File: src/rtl/alu_issue.sv
// RV32I ALU issue stage: decodes a request into ALU operands and operation select.
// Build option ALU_ISSUE_SKID_EN selects a 2-entry skid buffer; otherwise a single output register.
module alu_issue #(
    parameter int DATA_WIDTH    = 32,
    parameter int OPCODE_LENGTH = 4
) (
    input  logic                     clk,
    input  logic                     reset_n,
    input  logic                     in_valid,
    output logic                     in_ready,
    input  logic [6:0]               opcode,
    input  logic [2:0]               funct3,
    input  logic [6:0]               funct7,
    input  logic [DATA_WIDTH-1:0]    rs1_data,
    input  logic [DATA_WIDTH-1:0]    rs2_data,
    input  logic [DATA_WIDTH-1:0]    imm,
    input  logic                     flush,
    output logic                     out_valid,
    input  logic                     out_ready,
    output logic [DATA_WIDTH-1:0]    SrcA,
    output logic [DATA_WIDTH-1:0]    SrcB,
    output logic [OPCODE_LENGTH-1:0] Operation,
    output logic                     illegal,
    output logic                     is_branch
);

    // Entry layout: {illegal, is_branch, Operation, SrcA, SrcB}
    localparam int EW = 2 * DATA_WIDTH + OPCODE_LENGTH + 2;

    localparam logic [6:0] OPC_RTYPE  = 7'b0110011;
    localparam logic [6:0] OPC_ITYPE  = 7'b0010011;
    localparam logic [6:0] OPC_LOAD   = 7'b0000011;
    localparam logic [6:0] OPC_STORE  = 7'b0100011;
    localparam logic [6:0] OPC_BRANCH = 7'b1100011;

    localparam logic [OPCODE_LENGTH-1:0] OP_AND = OPCODE_LENGTH'(4'b0000);
    localparam logic [OPCODE_LENGTH-1:0] OP_OR  = OPCODE_LENGTH'(4'b0001);
    localparam logic [OPCODE_LENGTH-1:0] OP_ADD = OPCODE_LENGTH'(4'b0010);
    localparam logic [OPCODE_LENGTH-1:0] OP_XOR = OPCODE_LENGTH'(4'b0011);
    localparam logic [OPCODE_LENGTH-1:0] OP_SLL = OPCODE_LENGTH'(4'b0100);
    localparam logic [OPCODE_LENGTH-1:0] OP_SRL = OPCODE_LENGTH'(4'b0101);
    localparam logic [OPCODE_LENGTH-1:0] OP_SUB = OPCODE_LENGTH'(4'b0110);
    localparam logic [OPCODE_LENGTH-1:0] OP_SRA = OPCODE_LENGTH'(4'b0111);
    localparam logic [OPCODE_LENGTH-1:0] OP_BEQ = OPCODE_LENGTH'(4'b1000);
    localparam logic [OPCODE_LENGTH-1:0] OP_BGE = OPCODE_LENGTH'(4'b1001);
    localparam logic [OPCODE_LENGTH-1:0] OP_SLT = OPCODE_LENGTH'(4'b1100);
    localparam logic [OPCODE_LENGTH-1:0] OP_BNE = OPCODE_LENGTH'(4'b1101);
    localparam logic [OPCODE_LENGTH-1:0] OP_ILL = OPCODE_LENGTH'(4'b1111);

    logic [DATA_WIDTH-1:0]    dec_a;
    logic [DATA_WIDTH-1:0]    dec_b;
    logic [OPCODE_LENGTH-1:0] dec_op;
    logic                     dec_ill;
    logic                     dec_br;
    logic [EW-1:0]            dec_entry;

    always_comb begin
        dec_a   = rs1_data;
        dec_b   = '0;
        dec_op  = OP_ADD;
        dec_ill = 1'b0;
        dec_br  = 1'b0;
        case (opcode)
            OPC_RTYPE, OPC_ITYPE: begin
                dec_b = (opcode == OPC_RTYPE) ? rs2_data : imm;
                case (funct3)
                    3'b000: dec_op = (opcode == OPC_RTYPE && funct7[5]) ? OP_SUB : OP_ADD;
                    3'b001: dec_op = OP_SLL;
                    3'b010: dec_op = OP_SLT;
                    3'b011: dec_ill = 1'b1;
                    3'b100: dec_op = OP_XOR;
                    3'b101: dec_op = funct7[5] ? OP_SRA : OP_SRL;
                    3'b110: dec_op = OP_OR;
                    default: dec_op = OP_AND;
                endcase
            end
            OPC_LOAD, OPC_STORE: begin
                dec_b  = imm;
                dec_op = OP_ADD;
            end
            OPC_BRANCH: begin
                dec_b  = rs2_data;
                dec_br = 1'b1;
                case (funct3)
                    3'b000:  dec_op = OP_BEQ;
                    3'b001:  dec_op = OP_BNE;
                    3'b100:  dec_op = OP_SLT;
                    3'b101:  dec_op = OP_BGE;
                    default: dec_ill = 1'b1;
                endcase
            end
            default: dec_ill = 1'b1;
        endcase
        // Undecodable requests still travel through the pipe, but carry no operands.
        if (dec_ill) begin
            dec_a  = '0;
            dec_b  = '0;
            dec_op = OP_ILL;
            dec_br = 1'b0;
        end
        dec_entry = {dec_ill, dec_br, dec_op, dec_a, dec_b};
    end

    // Handshake: a word moves upstream on in_valid && in_ready and downstream on
    // out_valid && out_ready at the rising edge; a held output never changes while stalled.
    logic          accept;
    logic          drain;
    logic [1:0]    count_q, count_d;
    logic [EW-1:0] head_q, head_d;

    assign accept = in_valid && in_ready;
    assign drain  = out_valid && out_ready;

`ifdef ALU_ISSUE_SKID_EN
    logic [EW-1:0] skid_q, skid_d;
    logic          in_ready_q, in_ready_d;

    always_comb begin
        head_d = head_q;
        skid_d = skid_q;
        count_d = count_q;
        if (flush) begin
            count_d = 2'd0;
        end else begin
            case (count_q)
                2'd0: begin
                    if (accept) begin
                        head_d  = dec_entry;
                        count_d = 2'd1;
                    end
                end
                2'd1: begin
                    if (accept && drain) begin
                        head_d = dec_entry;
                    end else if (accept) begin
                        skid_d  = dec_entry;
                        count_d = 2'd2;
                    end else if (drain) begin
                        count_d = 2'd0;
                    end
                end
                default: begin
                    // Full: in_ready is low, so only a drain can happen.
                    if (drain) begin
                        head_d  = skid_q;
                        count_d = 2'd1;
                    end
                end
            endcase
        end
        in_ready_d = (count_d != 2'd2);
    end

    always_ff @(posedge clk or negedge reset_n) begin
        if (!reset_n) begin
            skid_q     <= '0;
            in_ready_q <= 1'b1;
        end else begin
            skid_q     <= skid_d;
            in_ready_q <= in_ready_d;
        end
    end

    assign in_ready = in_ready_q;
`else
    always_comb begin
        head_d  = head_q;
        count_d = count_q;
        if (flush) begin
            count_d = 2'd0;
        end else if (accept) begin
            head_d  = dec_entry;
            count_d = 2'd1;
        end else if (drain) begin
            count_d = 2'd0;
        end
    end

    assign in_ready = !out_valid || out_ready;
`endif

    always_ff @(posedge clk or negedge reset_n) begin
        if (!reset_n) begin
            head_q  <= '0;
            count_q <= 2'd0;
        end else begin
            head_q  <= head_d;
            count_q <= count_d;
        end
    end

    assign out_valid = (count_q != 2'd0);
    assign {illegal, is_branch, Operation, SrcA, SrcB} = head_q;

endmodule

File: config.mk
export PLATFORM = sky130hd
export DESIGN_NAME = alu_issue
export DESIGN_NICKNAME = d
export VERILOG_FILES = /design/src/rtl/alu_issue.sv
export SDC_FILE = /design/constraint.sdc
export NUM_CORES = 1
export LEC_CHECK = 0
export BUFFER_PORTS_ARGS = -buffer_cell sky130_fd_sc_hd__buf_2
export CAP_MARGIN = 20
export CORE_MARGIN = 4
export CORE_UTILIZATION = 46
export DETAILED_ROUTE_END_ITERATION = 6
export GPL_TIMING_DRIVEN = 0
export PLACE_DENSITY_LB_ADDON = 0.12
export SETUP_SLACK_MARGIN = 0.3
export SLEW_MARGIN = 20
export SYNTH_ARGS = -nofsm -noshare
export SYNTH_HDL_FRONTEND = slang
export SYNTH_SLANG_ARGS = --single-unit
File: constraint.sdc
create_clock -name clk -period 3.2 [get_ports clk]
set_clock_uncertainty 0.15 [all_clocks]
set_input_delay 0.32 -clock clk [delete_from_list [all_inputs] [get_ports clk]]
set_output_delay 0.32 -clock clk [all_outputs]
set_load 0.1 [all_outputs]
==> flow_summary.ini, run 1 <==
[setup_path]
path_class = flip-flop to output pin
cpPeakStageDelay_ps = 420
critPathBufInv = 2
crit_path_max_fanout = 3
worst_ep_arrival_time_ps = 1350
worst_setup_path_end_kind = output pin
path_cells = nor2b_4 -> inv_1 -> buf_2
cp_slowest_cell = buf_2
crit_path_start_kind = flip-flop
cp.required_ps = 2730
crit_family = buffers and inverters

[timing]
tightest_slew_ps = 509
finalSetupTns_ps = 0
hold_violations = 0
fin_crit_sh = 0.567
post-route-min-period_ps = 1820
rsz0062_at_grt = no
fmaxAchievable_ghz = 0.551
maxSlewViolCount = 0
maxSlewHeadroom = 0.663
setup_viol_count_final = 0
setup_slack_ps = 1380

[yosys]
netlist-cell-type-count = 35
synth_edf_count = 0
netlist_instances = 265
ys_seq_area_frac = 0.596
synth_area_um2 = 2980
synth_warnings = 0
synthArstFlopShare = 1.00
synthFlopType = dfrtp_1
synthesis.nets = 383
avgSynthCellArea_um2 = 11.3
synth-seq-cells = 71

[clock_network]
clk_path_buf_depth = 2
cts_resized = 0
clk_latency_ps = 330
root_buffer = clkbuf_8
clkSinkCount = 71
ctsHoldBuffers = 1
post_cts.repair.setup_buffers = 0
cts.clk_slew.worst_paths_ps = 70
cts-htree-levels = 3
cts_buffers = 9
cts_tree = yes

[die]
rows = 29
core_area_um2 = 6310
start_util = 0.472
die_y_um = 88.5
ioPinCount = 190
die_area_um2 = 7840
dieWidth_um = 88.5

[grt]
grt_pass1_vias = 2636
grt_pass1_wl_mm = 12.5
grt_overflow = 0
grt_use_total = 0.207
grt_max_degree = 44
antenna_found_initial = 0

[finish]
syn_to_final_growth_pct = 42.1
drive_gt1_frac = 0.453
n_fill_cell = 512
nNetsFinal = 579
final_cell_mix = 185 x buf_2, 71 x dfrtp_1, 38 x nand2_1, 32 x a22o_1, 32 x a22oi_1
layout.cells.most_common = buf_2
diodes = 0

[placement]
post-place-ws_ps = 1330
portBuffers = 183
gp_congestion = 0.787
dp_hpwl_mm = 6.29

[routing]
drt-pass1-iter-count = 4
drc_errors = 0
first_iter_violations = 120
wl_per_cell_um = 15.2
avgViaCountPerCell = 5.23
route.final.wire_length_mm = 8.23
vias = 2838
drt.antenna.violating_nets = 0

[power_and_ir_drop]
leakagePower_nw = 2.29
power_density_nw_per_um2 = 468
power_w = 0.00198
ir_drop_mv = 0.295

[min_path]
min_path_type = primary input to flip-flop

[flow_run]
drv_cap = 0

[status]
status = finished, final reports clean
[power breakdown]
group	internal, W	total (W)	switching (W)
logic	0.0000994	0.000322	0.000223
registers	0.000912	0.000920	0.00000769
clock network	0.000425	0.000742	0.000316
total	0.00144	0.00198	0.000547
[synth_stat cells (2+ instances only)]
master,n,area [µm²]
dfrtp_1,71,1780
nand2_1,38,143
a22o_1,32,280
a22oi_1,32,240
o21ai_0,27,135
clkbuf_1,11,41.3
o21ai_1,8,40.0
a21oi_1,7,35.0
nor2_1,7,26.3
buf_2,3,15.0
buf_6,3,33.8
buf_4,2,15.0
nand3_1,2,10.0
[worst reg2reg max path, stage by stage, from the launching register on]
cell and delay, ps:
dfrtp_1 350, nor2b_4 190, inv_1 70, nand3b_1 170, buf_4 220, clkbuf_1 390
nand2_1 100, o21ai_0 90
[logic make-up after synthesis]
group	share of synthesized area
DFF	0.596
buffers and inverters	0.0382
xor gates and xnor gates	0.00294
and+or+nand+nor	0.104
AOI/OAI and AO/OA	0.259
[sequential cells by signal, indices dropped and copies added (netlist names)]
signal	cells
count_q	1
head_q	70
[final timing paths]
kind | startpoint | end | slack, ps | cells after the start
worst max-delay path | count_q[0]$_DFFE_PN0P_ | in_ready | 1380 | 3
worst min-delay path | flush | count_q[0]$_DFFE_PN0P_ | 50 | 2
worst max register to register | count_q[0]$_DFFE_PN0P_ | head_q[11]$_DFFE_PN0P_ | 1390 | 7
worst min register to register | head_q[31]$_DFFE_PN0P_ | head_q[31]$_DFFE_PN0P_ | 330 | 2
max in group asynchronous | reset_n | head_q[21]$_DFFE_PN0P_ | 2060 | 3
min in group asynchronous | reset_n | head_q[51]$_DFFE_PN0P_ | 300 | 2
[layout make-up]
cell class | count | area [µm²] | area share
buffer | 20 | 110 | 0.0260
clock buffer | 14 | 173 | 0.0407
clock inverter | 2 | 37.5 | 0.00886
inverter | 1 | 3.75 | 0.000886
multi-input combinational | 173 | 1090 | 0.258
sequential | 71 | 1780 | 0.419
tap | 77 | 96.3 | 0.0227
timing repair buffer | 185 | 948 | 0.224
[through the flow]
step                      utilization  hold WS, ps  std cells  instance area [µm²]
final                           0.671         45.9        543                 4240
after global routing            0.671         31.9        543                 4240
after CTS                       0.671         23.0        543                 4240
after detailed placement        0.636          120        526                 4020
after global placement          0.633          309        525                 4000
after floorplan                     -         -126        265                 2980
[per-layer routing]
| layer | GRT usage | vias up | routed length [µm] | share of wire |
|---|---|---|---|---|
| met5 | 0 | - | 0 | 0 |
| li1 | - | 1374 | - | - |
| met3 | 0.0596 | 9 | 849 | 0.10 |
| met1 | 0.265 | 1323 | 3410 | 0.41 |
| met4 | 0.0879 | 0 | 124 | 0.015 |
| met2 | 0.331 | 132 | 3850 | 0.47 |
Power figures use the tool's default switching activity.
==> run 2: changes to the inputs <==
ABC_AREA = 1   (was default)
CORE_UTILIZATION = 40   (was 46)
clock period = 1.5 ns   (was 3.2 ns; I/O delays follow)
==> flow_summary.ini, run 2 <==
[finish]
regMostFlops = head_q
layout.cells.most_common = nand2_1
diodes = 0
nNetsFinal = 897
drive_gt1_frac = 0.406
utilization = 0.863
final_cell_mix = 217 x nand2_1, 115 x buf_2, 74 x buf_12, 70 x dfrtp_1, 68 x dlygate4sd3_1
multi_input_area_um2 = 1430
final-seq-area_um2 = 1780
largestRegisters = head_q (70), count_q (1)
n_fill_cell = 392
largest_reg_flops = 70
syn_to_final_growth_pct = 110

[clock_network]
cts.clk_slew.worst_paths_ps = 80
root_buffer = clkbuf_8
cts-htree-levels = 3
cts_buffers = 9
clk_path_buf_depth = 2
cts_tree = yes
clk_latency_ps = 330
clkSinkCount = 71

[routing]
avgViaCountPerCell = 4.88
first_iter_violations = 184
drc_errors = 0
wl_per_cell_um = 16.8
drt-pass1-iter-count = 4
route.final.wire_length_mm = 15.0
vias = 4341
drt.antenna.violating_nets = 0

[die]
rows = 33
die_y_um = 100
dieWidth_um = 100
start_util = 0.412
die_area_um2 = 10000
core_area_um2 = 8260
ioPinCount = 190

[timing]
finalSetupTns_ps = -7650
post-route-min-period_ps = 1680
fmaxAchievable_ghz = 0.597
rsz0062_at_grt = yes
holdWs_ps = 18.9
maxSlewHeadroom = 0.615
hold_violations = 0
fin_crit_sh = 1.12
setup_slack_ps = -176
tightest_slew_ps = 575
setup_viol_count_final = 69
maxSlewViolCount = 0

[grt]
grt_max_degree = 39
grt_pass1_wl_mm = 20.8
antenna_found_initial = 0
grt_overflow = 0
grt_use_total = 0.260
grt_pass1_vias = 4464

[yosys]
ys_seq_area_frac = 0.522
netlist-cell-type-count = 19
synth_area_um2 = 3400
synth_area_leaders = dfrtp_1 52%, nand2_1 27%, inv_1 5.2%
synth_edf_count = 0
synthArstFlopShare = 1.00
netlist_instances = 463
yosysMostFrequentCell = nand2_1
synth_common_cells = 248 x nand2_1, 71 x dfrtp_1, 47 x inv_1
synth_warnings = 0
avgSynthCellArea_um2 = 7.35
synth_top_area_frac = 0.522
synthesis.nets = 581
synth-seq-cells = 71
synthFlopType = dfrtp_1
synth_area_leader_cell = dfrtp_1

[setup_path]
critPathBufInv = 4
rrSetupSlack_ps = -180
cp.required_ps = 1620
cp_slowest_cell = dfrtp_4
path_class = flip-flop to flip-flop
crit_path_start_kind = flip-flop
path_cells = inv_2 -> nor2_4 -> nor3_4 -> nand2_2 -> inv_2 -> buf_8 -> buf_6 -> nand2_1 -> nand2_1
crit_family = simple AND/OR/NAND/NOR gates
crit_path_start = count_q[0]$_DFFE_PN0P_
worst_ep_arrival_time_ps = 1800
crit_path_max_fanout = 10
worst_setup_path_end_kind = flip-flop
cpPeakStageDelay_ps = 480
r2r-start = count_q[0]$_DFFE_PN0P_

[power_and_ir_drop]
power_w = 0.00461
power_density_nw_per_um2 = 647
ir_drop_mv = 0.575
leakagePower_nw = 3.82

[placement]
portBuffers = 183
gp_congestion = 0.919
post-place-ws_ps = -327
dp_hpwl_mm = 7.28

[min_path]
holdCritStartpoint = imm[3]
min_path_type = primary input to flip-flop

[flow_run]
drv_cap = 0

[status]
violations = negative setup slack
status = finished with violations
run 2: final timing paths:
check,endpoint,cells past startpoint
max,head_q[43]$_DFFE_PN0P_,9
min,head_q[3]$_DFFE_PN0P_,5
max reg2reg,head_q[43]$_DFFE_PN0P_,9
min reg2reg,head_q[7]$_DFFE_PN0P_,2
max in group asynchronous,count_q[0]$_DFFE_PN0P_,3
min in group asynchronous,head_q[44]$_DFFE_PN0P_,2
run 2: through the flow:
| step | area, µm² | std cells |
|---|---|---|
| floorplan | 3450 | 463 |
| global placement | 4500 | 751 |
| global route | 7130 | 889 |
| CTS | 6810 | 864 |
| finish | 7130 | 889 |
| detailed placement | 4520 | 752 |
run 2: cell type report:
class                   instances  area share
repair buffers                305       0.445
flip-flops and latches         71       0.250
multi-input cells             323       0.201
plain buffers                  20      0.0302
inverters                      49      0.0263
clock buffers                  11      0.0212
well taps                     105      0.0184
clock inverters                 5     0.00790
run 2: timing repair:
action | in CTS | in global routing
resized for setup | 304 | 42
hold buffers | 68 | 0
gates cloned | 3 | 1
endpoints found under the hold margin | 97 | 0
pin swaps | 2 | 2
buffers inserted | 25 | 24
endpoints found under the setup margin | 142 | 142
run 2: power breakdown:
part | internal (W) | total, W | leakage (nW) | switching (W)
clock | 0.000857 | 0.00160 | 0.105 | 0.000747
combinational | 0.000473 | 0.00102 | 2.75 | 0.000550
sequential | 0.00195 | 0.00199 | 0.967 | 0.0000399
total | 0.00328 | 0.00461 | 3.82 | 0.00134
run 2: kinds of logic (layout without fill, tap and decap cells):
kind of cell	after synthesis	count (layout)	share of synthesized area
DFF	71	71	0.522
and+or+nand+nor	284	284	0.326
buffers and inverters	69	390	0.0912
AOI/OAI and AO/OA	39	39	0.0607
run 2: routing by layer:
layer	vias to the layer above	global-route usage	wire, µm
met5	-	0	0
met4	0	0.103	440
met3	33	0.0570	941
met2	217	0.495	8210
met1	2066	0.275	5370
li1	2025	-	-
run 2: worst reg2reg max path, delay by kind of cell (launching register included):
family                 cells  cell delay [ps]
DFF                        1              480
and+or+nand+nor            5              540
buffers and inverters      4              440
